--- config.mk ---
export PLATFORM = sky130hd
export DESIGN_NAME = tpu_ctrl_flat
export DESIGN_NICKNAME = d
export VERILOG_FILES = /design/src/rtl/tpu_pkg.sv /design/src/rtl/tpu_ctrl_if.sv /design/src/rtl/tpu_addr_decode.sv /design/src/rtl/tpu_ctrl.sv /design/src/flat_wrapper.sv
export SDC_FILE = /design/constraint.sdc
export NUM_CORES = 1
export LEC_CHECK = 0
export CELL_PAD_IN_SITES_DETAIL_PLACEMENT = 1
export CELL_PAD_IN_SITES_GLOBAL_PLACEMENT = 1
export CORE_AREA = 4 4 207 209
export CTS_CLUSTER_SIZE = 25
export DETAILED_ROUTE_END_ITERATION = 8
export DIE_AREA = 0 0 211 213
export PLACE_DENSITY_LB_ADDON = 0.1
export REMOVE_ABC_BUFFERS = 1
export SYNTH_ARGS = -nofsm -noshare
export SYNTH_HDL_FRONTEND = slang
export SYNTH_HIERARCHICAL = 1
export SYNTH_SLANG_ARGS = --single-unit
--- constraint.sdc ---
create_clock -name clk -period 3.5 [get_ports clk]
set_input_delay 0.7 -clock clk [delete_from_list [all_inputs] [get_ports clk]]
set_output_delay 0.7 -clock clk [all_outputs]
set_load 0.01 [all_outputs]
--- src/rtl/tpu_pkg.sv ---
// Shared definitions for the TPU host controller.
// Holds the host address map, the controller state encoding, the status-word
// bit positions and the RUN-phase length helper.
package tpu_pkg;

  // Host address map (inclusive byte ranges)
  localparam int unsigned A_BASE    = 'h100;
  localparam int unsigned A_LAST    = 'h13F;
  localparam int unsigned B_BASE    = 'h200;
  localparam int unsigned B_LAST    = 'h23F;
  localparam int unsigned C_BASE    = 'h300;
  localparam int unsigned C_LAST    = 'h37F;
  localparam int unsigned CTRL_ADDR = 'h400;

  // Bit positions inside the CTRL/STATUS read word
  localparam int unsigned STAT_BUSY = 0;
  localparam int unsigned STAT_DONE = 1;

  // Bit position of the start request in a CTRL write
  localparam int unsigned CTRL_START = 0;

  typedef enum logic {
    IDLE = 1'b0,
    RUN  = 1'b1
  } state_e;

  // Number of cycles the array is enabled for one pass of a DIM x DIM array
  function automatic int unsigned run_cycles(input int unsigned dim);
    return 3 * dim - 2;
  endfunction

endpackage

--- src/rtl/tpu_ctrl_if.sv ---
// Host bus of the TPU controller.
// r_w     : 0 = read, 1 = write, sampled every cycle (every cycle is an operation)
// addr    : host byte address
// dataIn  : host write data
// dataOut : registered read data, updated the cycle after a read
interface tpu_ctrl_if #(
  parameter int unsigned ADDRW = 16,
  parameter int unsigned DATAW = 64
);
  logic             r_w;
  logic [ADDRW-1:0] addr;
  logic [DATAW-1:0] dataIn;
  logic [DATAW-1:0] dataOut;

  modport master (
    output r_w,
    output addr,
    output dataIn,
    input  dataOut
  );

  modport slave (
    input  r_w,
    input  addr,
    input  dataIn,
    output dataOut
  );
endinterface

--- src/rtl/tpu_addr_decode.sv ---
// Combinational host address decoder.
// addr     : host byte address
// sel_a    : A row region      (row = addr[5:3])
// sel_b    : B row region
// sel_c    : C half-row region (row = addr[6:4], half = addr[3])
// sel_ctrl : CTRL/STATUS word
// row      : row index of the selected A or C region, 0 otherwise
// half     : C half select (0 = bits [63:0], 1 = bits [127:64])
module tpu_addr_decode
  import tpu_pkg::*;
#(
  parameter int unsigned ADDRW = 16,
  parameter int unsigned ROWW  = 3
) (
  input  logic [ADDRW-1:0] addr,
  output logic             sel_a,
  output logic             sel_b,
  output logic             sel_c,
  output logic             sel_ctrl,
  output logic [ROWW-1:0]  row,
  output logic             half
);

  always_comb begin
    sel_a    = (addr >= ADDRW'(A_BASE)) && (addr <= ADDRW'(A_LAST));
    sel_b    = (addr >= ADDRW'(B_BASE)) && (addr <= ADDRW'(B_LAST));
    sel_c    = (addr >= ADDRW'(C_BASE)) && (addr <= ADDRW'(C_LAST));
    sel_ctrl = (addr == ADDRW'(CTRL_ADDR));
    half     = addr[3];
    row      = '0;
    if (sel_a) begin
      row = addr[3 +: ROWW];
    end else if (sel_c) begin
      row = addr[4 +: ROWW];
    end
  end

endmodule

--- src/rtl/tpu_ctrl.sv ---
// Host-side controller for a DIM x DIM systolic array.
// Decodes host reads/writes into memA row writes, memB row shifts and C row
// accesses, and sequences one RUN pass of run_cycles(DIM) cycles on start.
// clk, rst_n      : clock, asynchronous active-low reset
// host            : host bus (r_w, addr, dataIn, dataOut)
// a_en/a_wren     : memA enable / row write, a_row/a_din row index and data
// b_en/b_din      : memB shift enable and row data
// sa_en/sa_wren   : array enable / C row write
// sa_crow         : C row index, sa_cin C write data, sa_cout C read data
// busy/done       : status; done is sticky until the next accepted start
module tpu_ctrl
  import tpu_pkg::*;
#(
  parameter int unsigned BITS_AB = 8,
  parameter int unsigned BITS_C  = 16,
  parameter int unsigned DIM     = 8,
  parameter int unsigned ADDRW   = 16,
  parameter int unsigned DATAW   = 64
) (
  input  logic                     clk,
  input  logic                     rst_n,
  tpu_ctrl_if.slave                host,
  output logic                     a_en,
  output logic                     a_wren,
  output logic [$clog2(DIM)-1:0]   a_row,
  output logic [DIM*BITS_AB-1:0]   a_din,
  output logic                     b_en,
  output logic [DIM*BITS_AB-1:0]   b_din,
  output logic                     sa_en,
  output logic                     sa_wren,
  output logic [$clog2(DIM)-1:0]   sa_crow,
  output logic [DIM*BITS_C-1:0]    sa_cin,
  input  logic [DIM*BITS_C-1:0]    sa_cout,
  output logic                     busy,
  output logic                     done
);

  localparam int unsigned RowW   = $clog2(DIM);
  localparam int unsigned RunLen = run_cycles(DIM);
  localparam int unsigned CntW   = $clog2(RunLen + 1);

  state_e           state_q;
  logic [CntW-1:0]  cnt_q;
  logic [CntW-1:0]  cnt_nxt;
  logic             busy_q;
  logic             done_q;
  logic             run_q;
  logic [DATAW-1:0] hold_q;
  logic [DATAW-1:0] dout_q;

  logic             sel_a;
  logic             sel_b;
  logic             sel_c;
  logic             sel_ctrl;
  logic [RowW-1:0]  row;
  logic             half;

  logic             wr;
  logic             rd;
  logic             idle;
  logic             a_wr;
  logic             b_wr;
  logic             c_lo_wr;
  logic             c_hi_wr;
  logic             start;
  logic [DATAW-1:0] rd_data;
  logic [DATAW-1:0] status;

  tpu_addr_decode #(
    .ADDRW (ADDRW),
    .ROWW  (RowW)
  ) u_decode (
    .addr     (host.addr),
    .sel_a    (sel_a),
    .sel_b    (sel_b),
    .sel_c    (sel_c),
    .sel_ctrl (sel_ctrl),
    .row      (row),
    .half     (half)
  );

  // Host operation qualification. Write strobes are combinational in the
  // request cycle, so they are gated with rst_n to stay low while in reset.
  always_comb begin
    idle    = (state_q == IDLE);
    wr      = host.r_w & rst_n;
    rd      = ~host.r_w & rst_n;
    // RUN drops every host write before the address is considered
    a_wr    = wr & idle & sel_a;
    b_wr    = wr & idle & sel_b;
    c_lo_wr = wr & idle & sel_c & ~half;
    c_hi_wr = wr & idle & sel_c & half;
    start   = wr & idle & sel_ctrl & host.dataIn[CTRL_START];
    cnt_nxt = cnt_q + 1'b1;
  end

  // Array-side outputs
  always_comb begin
    a_en    = run_q | a_wr;
    a_wren  = a_wr;
    a_row   = a_wr ? row : '0;
    a_din   = host.dataIn;
    b_en    = b_wr;
    b_din   = host.dataIn;
    sa_en   = run_q;
    sa_wren = c_hi_wr;
    // C row follows any C-region access, reads included, also during RUN
    sa_crow = (rst_n && sel_c) ? row : '0;
    sa_cin  = {host.dataIn, hold_q};
  end

  always_comb begin
    status            = '0;
    status[STAT_BUSY] = busy_q;
    status[STAT_DONE] = done_q;
    rd_data           = '0;
    if (sel_c) begin
      rd_data = half ? sa_cout[DATAW +: DATAW] : sa_cout[0 +: DATAW];
    end else if (sel_ctrl) begin
      rd_data = status;
    end
  end

  // Controller FSM with registered status and array enable
  always_ff @(posedge clk or negedge rst_n) begin
    if (!rst_n) begin
      state_q <= IDLE;
      cnt_q   <= '0;
      busy_q  <= 1'b0;
      done_q  <= 1'b0;
      run_q   <= 1'b0;
    end else begin
      unique case (state_q)
        IDLE: begin
          if (start) begin
            state_q <= RUN;
            cnt_q   <= '0;
            busy_q  <= 1'b1;
            done_q  <= 1'b0;
            run_q   <= 1'b1;
          end
        end
        RUN: begin
          cnt_q <= cnt_nxt;
          if (cnt_nxt == CntW'(RunLen)) begin
            state_q <= IDLE;
            busy_q  <= 1'b0;
            done_q  <= 1'b1;
            run_q   <= 1'b0;
          end
        end
      endcase
    end
  end

  // Read data register and C low-half holding register
  always_ff @(posedge clk or negedge rst_n) begin
    if (!rst_n) begin
      dout_q <= '0;
      hold_q <= '0;
    end else begin
      if (rd) begin
        dout_q <= rd_data;
      end
      if (c_lo_wr) begin
        hold_q <= host.dataIn;
      end
    end
  end

  assign host.dataOut = dout_q;
  assign busy         = busy_q;
  assign done         = done_q;

endmodule

--- src/flat_wrapper.sv ---
// flat-port wrapper written by rule: the top's interface ports become plain ports
module tpu_ctrl_flat import tpu_pkg::*;
#(
  parameter int unsigned BITS_AB = 8,
  parameter int unsigned BITS_C  = 16,
  parameter int unsigned DIM     = 8,
  parameter int unsigned ADDRW   = 16,
  parameter int unsigned DATAW   = 64
)
  (clk, rst_n, a_en, a_wren, a_row, a_din, b_en, b_din, sa_en, sa_wren, sa_crow, sa_cin, sa_cout, busy, done, host_r_w, host_addr, host_dataIn, host_dataOut);
  tpu_ctrl_if #(.ADDRW(ADDRW), .DATAW(DATAW)) host_i ();
  input  logic clk;
  input  logic rst_n;
  output logic a_en;
  output logic a_wren;
  output logic [$clog2(DIM)-1:0] a_row;
  output logic [DIM*BITS_AB-1:0] a_din;
  output logic b_en;
  output logic [DIM*BITS_AB-1:0] b_din;
  output logic sa_en;
  output logic sa_wren;
  output logic [$clog2(DIM)-1:0] sa_crow;
  output logic [DIM*BITS_C-1:0] sa_cin;
  input  logic [DIM*BITS_C-1:0] sa_cout;
  output logic busy;
  output logic done;
  input wire logic [$bits(host_i.r_w)-1:0] host_r_w;
  input wire logic [$bits(host_i.addr)-1:0] host_addr;
  input wire logic [$bits(host_i.dataIn)-1:0] host_dataIn;
  output wire logic [$bits(host_i.dataOut)-1:0] host_dataOut;
  assign host_i.r_w = host_r_w;
  assign host_i.addr = host_addr;
  assign host_i.dataIn = host_dataIn;
  assign host_dataOut = host_i.dataOut;
  tpu_ctrl #(.BITS_AB(BITS_AB), .BITS_C(BITS_C), .DIM(DIM), .ADDRW(ADDRW), .DATAW(DATAW)) u_core (.clk(clk), .rst_n(rst_n), .host(host_i), .a_en(a_en), .a_wren(a_wren), .a_row(a_row), .a_din(a_din), .b_en(b_en), .b_din(b_din), .sa_en(sa_en), .sa_wren(sa_wren), .sa_crow(sa_crow), .sa_cin(sa_cin), .sa_cout(sa_cout), .busy(busy), .done(done));
endmodule
Yosys cells after proc, flatten, opt, wreduce, memory -nomap -nowiden

Index checks and enable logic that the tools add are counted.

Register bits after elaboration: 136
Input port bits: 211
Word-level logic and storage cells: 54

Add/subtract/negate cells: 1
Magnitude comparators: 6
Equality and inequality tests: 4
Muxes and demuxes: 18
Bitwise operators: 14
Reduce and logical (&&, ||, !) cells: 5

Operators with widths:

| kind                                                              | number |
|---|---|
| 2-to-1 mux 64 bit                                                 | 2 |
| >= comparator 16 x 10 -> 1 bit (second input constant)            | 2 |
| less-or-equal comparator 16 x 10 -> 1 bit (second input constant) | 2 |
| equality test 16 x 11 -> 1 bit (second input constant)            | 1 |
| >= comparator 16 x 9 -> 1 bit (second input constant)             | 1 |
| less-or-equal comparator 16 x 9 -> 1 bit (second input constant)  | 1 |
| 2-to-1 mux 3 bit                                                  | 4 |
| bitwise AND 1 bit                                                 | 10 |
| one-hot mux 5 bit (2 select lines)                                | 1 |
| 2-to-1 mux 1 bit                                                  | 6 |
| one-hot mux 1 bit (2 select lines)                                | 3 |
| adder 5 x 1 -> 5 bit (second input constant)                      | 1 |
| equality test 5 bit (second input constant)                       | 1 |
| 2-to-1 mux 5 bit                                                  | 1 |
| logical AND 1 bit                                                 | 4 |
| inequality test 2 bit (second input constant)                     | 2 |
| NOT 1 bit                                                         | 3 |
| 2-to-1 mux 2 bit                                                  | 1 |
| AND reduction 2 bit                                               | 1 |
| OR 1 bit                                                          | 1 |

Longest topological paths before layout

Word-level depth: 6
Mapped depth: 8
Mapped depth without buffers: 7

Cells and area by module

Netlist, hierarchy kept.

By module, submodules not included:

| module          | instances | cells an instance | area each (um^2) | sequential area each (um^2) |
|---|---|---|---|---|
| tpu_ctrl        | 1         | 668               | 7504.7           | 3403.3 |
| tpu_addr_decode | 1         | 22                | 166.4            | 0.0 |

Worst setup path before layout

No wires, ideal clock.

Kind: input-to-output
Start point: input port host_addr[9]
End point: output port a_en
Data arrival time: 1.613 ns
Data required time: 2.800 ns
Setup slack: 1.187 ns
Stages: 4
Path buffers: 0
Cells stage by stage: nor4b_2 -> and3_2 -> and2_1 -> or2_2

Word-level cells in the longest chain between the ends: 4
Elaborated cells between the ends (all ways): 5
Classes of those cells: order compare (2); bitwise (2); reduce/logical (1)

RTL lines:

| element                                                                                          | RTL line              | source |
|---|---|---|
| from (decl)                                                                                      | flat_wrapper.sv:28    | `input wire logic [$bits(host_i.addr)-1:0] host_addr;` |
| >= comparator 16 x 9 -> 1 bit / less-or-equal comparator 16 x 9 -> 1 bit (equally long branches) | tpu_addr_decode.sv:25 | `sel_a = (addr >= ADDRW'(A_BASE)) && (addr <= ADDRW'(A_LAST));` |
| logical AND 1 bit (*)                                                                            | tpu_addr_decode.sv:25 |  |
| net u_core.sel_a                                                                                 | tpu_ctrl.sv:51        | `logic sel_a;` |
| bitwise AND 1 bit (*)                                                                            | tpu_ctrl.sv:89        | `a_wr = wr & idle & sel_a;` |
| net a_wren                                                                                       | flat_wrapper.sv:15    | `output logic a_wren;` |
| OR 1 bit (*)                                                                                     | tpu_ctrl.sv:99        | `a_en = run_q \| a_wr;` |
| to (decl)                                                                                        | flat_wrapper.sv:14    | `output logic a_en;` |

Mark *: on every way through the listed nets, which the timed path passes. The rest lies on a longest branch.

Worst setup path in the final report

Start point: input port host_addr[9]
End point: output port a_en

Word-level cells in the longest chain between the ends: 4
Elaborated cells between the ends (all ways): 5
Classes of those cells: order compare (2); bitwise (2); reduce/logical (1)

RTL lines:

| element                                                                                          | RTL line |
|---|---|
| >= comparator 16 x 9 -> 1 bit / less-or-equal comparator 16 x 9 -> 1 bit (equally long branches) | tpu_addr_decode.sv:25 |
| logical AND 1 bit (*)                                                                            | tpu_addr_decode.sv:25 |
| net u_core.sel_a                                                                                 | tpu_ctrl.sv:51 |
| bitwise AND 1 bit (*)                                                                            | tpu_ctrl.sv:89 |
| OR 1 bit (*)                                                                                     | tpu_ctrl.sv:99 |

Marked as above.

==> flow_metrics.tcl <==
set metrics [dict create \
    cts_root_buffer "clkbuf_16" \
    syn_area_um2 7670 \
    powerDensity_nw_per_um2 315 \
    timing.slew.headroom_pct 37.1 \
    critPathCaptureType "output pin" \
    hp-class "input port to async pin" \
    grt_pass1_wl_um 48100 \
    fin_crit_sh_pct 97.4 \
    regArea_um2 3400 \
    grt_max_degree 68 \
    post_cts_buffers 0 \
    vias 6150 \
    dp_cells 1553 \
    p_sw_uw 982 \
    place.gp.congestion 0.712 \
    antennaDiodeCount 0 \
    die_area_um2 44900 \
    final-setup-viol-count 0 \
    mostFrequentLayoutCell "clkdlybuf4s50_1" \
    ys_ff_latch 136 \
    cts_tree "yes" \
    worstPathRequired_ps 2800 \
    place_area_um2 12200 \
    core_um2 40800 \
    yosys.area.top_type "dfrtp_1" \
    cts_resized 0 \
    outcome "finished, final reports clean" \
    p_seq_share_pct 39.1 \
    hold_violations 0 \
    clock_path_buffers 2 \
    rsz0062_at_grt "no" \
    layout-drive-gt1-share_pct 9.91 \
    p_comb_share_pct 18.4 \
    wl_per_cell_um 21.9 \
    antenna_found_initial 1 \
    synthArstFlopShare_pct 100 \
    nNetsFinal 1253 \
    worstPathMaxFanout 4 \
    cts_hold_buf 0 \
    cp_data_arrival_time_ps 2710 \
    dp_hpwl_um 27900 \
    final_cell_mix "541 x clkdlybuf4s50_1, 136 x dfrtp_1, 75 x nand2_1" \
    start_kind "input port" \
    ys.flop_type "dfrtp_1" \
    dr.pass1.iters 4 \
    finish.utilization_pct 31.3 \
    fin_tns_setup_ps 0 \
    first_iter_violations 197 \
    syn_avg_cell_area_um2 11.1 \
    clock_power_share_pct 42.5 \
    max-cap-violations 0 \
    ios 544 \
    dieWidth_um 211 \
    finalWirelength_um 34700 \
    syn2layout_area_growth_pct 66.6 \
    numCtsBuffers 17 \
    swShare_pct 24.4 \
    initial_core_util_pct 18.8 \
    cts.clk_slew.worst_paths_ps 60 \
    multiInputGateArea_um2 2620 \
    drc 0 \
    clock_sinks 136 \
    num-fill-cells 4552 \
    crit_type "input port to output pin" \
    report.final.slew_viol_count 0 \
    port-buffer-count 543 \
    drtAntennaViolNets 0 \
    synth_enable_flop_cells 0 \
    leakage_nw 5.41 \
    irDropWorstVdd_mv 0.314 \
    grt_usage_pct 14.7 \
    synth_top_area_share_pct 44.4 \
    fin_skew_ps 4.89 \
    synth_area_leaders "dfrtp_1 44%, buf_4 19%, mux2_4 9.8%, mux2i_1 8.4%, o21ai_0 4.2%" \
    synthDistinctLibCells 40 \
    syn-instance-count 690 \
    final.min_clock_period_ps 3410 \
    overflow 0 \
    fmax_mhz 293 \
    final_area_um2 12800 \
    grt_pass1_vias 6542 \
    fin_cells 1581 \
    power.internal_mw 3.05 \
    rows 74 \
    yosysWarnings 6 \
    h-tree-depth 4 \
    clkLatencyLatePin_ps 420 \
    tightest_slew_ps 944 \
    yosysSeqAreaShare_pct 44.4 \
    via_per_inst 3.89 \
    die_height_um 213 \
]
per-layer routing:
| layer | vias up | global-route usage, % | part of all wire [%] |
|---|---|---|---|
| met2 | 295 | 26.7 | 53 |
| met1 | 2986 | 15.5 | 36 |
| met5 | - | 0 | 0.037 |
| li1 | 2836 | - | - |
| met4 | 2 | 5.12 | 2.7 |
| met3 | 31 | 5.70 | 9.2 |
state kept, by name, summed over array words and instances (netlist names):
signal               cells
u_core/hold_q           64
u_core/host.dataOut     64
u_core/cnt_q             5
u_core/done              1
u_core/sa_en             1
u_core/state_q           1
stage by stage:
step	hold slack (ps)	power, mW	setup slack (ps)
6_report	109	4.03	92.5
5_1_grt	82.0	4.25	4.11
4_1_cts	82.5	4.15	96.7
3_5_place_dp	470	2.37	108
3_3_place_gp	461	2.37	118
2_1_floorplan	404	1.67	472
Yosys cell counts, types with 2 or more instances:
cell type	number
nor2_1	11
nor2b_1	3
mux2i_1	64
nor4b_2	2
o21ai_0	65
buf_4	195
a32oi_1	3
buf_6	2
mux2_4	50
and3_2	2
nand2_1	75
mux2_1	10
dfrtp_1	136
buf_8	5
clkbuf_1	13
xnor2_1	2
mux2_2	6
nand3_1	3
buf_2	8
and2_1	3
and3_1	8
ha_1	2
a21oi_1	5
area by class of cell:
cell class | instances | share of cell area [%]
timing repair buffer | 554 | 43.5
sequential | 136 | 26.6
multi-input combinational | 330 | 20.5
tap | 532 | 5.21
clock buffer | 24 | 3.85
clock inverter | 4 | 0.352
inverter | 1 | 0.0294
cells by family (layout without fill, tap and decap cells):
family | after synthesis | in the layout | synth area share [%]
simple gates | 118 | 118 | 7.58
xor+xnor | 2 | 2 | 0.228
flops | 136 | 136 | 44.4
buf+inv | 224 | 583 | 21.6
mux | 130 | 130 | 20.5
fa+ha+maj | 2 | 2 | 0.326
compound gates | 78 | 78 | 5.45
path summary, 6_finish.rpt:
kind,start,endpoint,slack (ps),cells after the start
setup / recovery,host_addr[9],a_en,90,6
hold / removal,rst_n,u_core/hold_q[8],110,1
setup reg to reg,u_core/state_q,u_core/hold_q[48],1380,5
hold reg to reg,u_core/host.dataOut[18],u_core/host.dataOut[18],470,2
max in group asynchronous,rst_n,u_core/host.dataOut[61],2190,2
min in group clk,u_core/host.dataOut[18],u_core/host.dataOut[18],470,2
power groups by stage:
stage	Clock (mW)	Sequential [mW]	Combinational (mW)
3_3_place_gp	0	1.60	0.763
4_1_cts	1.81	1.58	0.765
3_5_place_dp	0	1.60	0.763
6_report	1.71	1.58	0.742
5_1_grt	1.88	1.58	0.794
2_1_floorplan	0	1.61	0.0634
worst max-delay path, cell delays in order:
cell and delay (ps):
clkdlybuf4s50_1 470, nor4b_2 470, and3_2 300, and2_1 140, or2_2 100, clkdlybuf4s50_1 520
No activity file was read; power rests on OpenSTA's default activity.
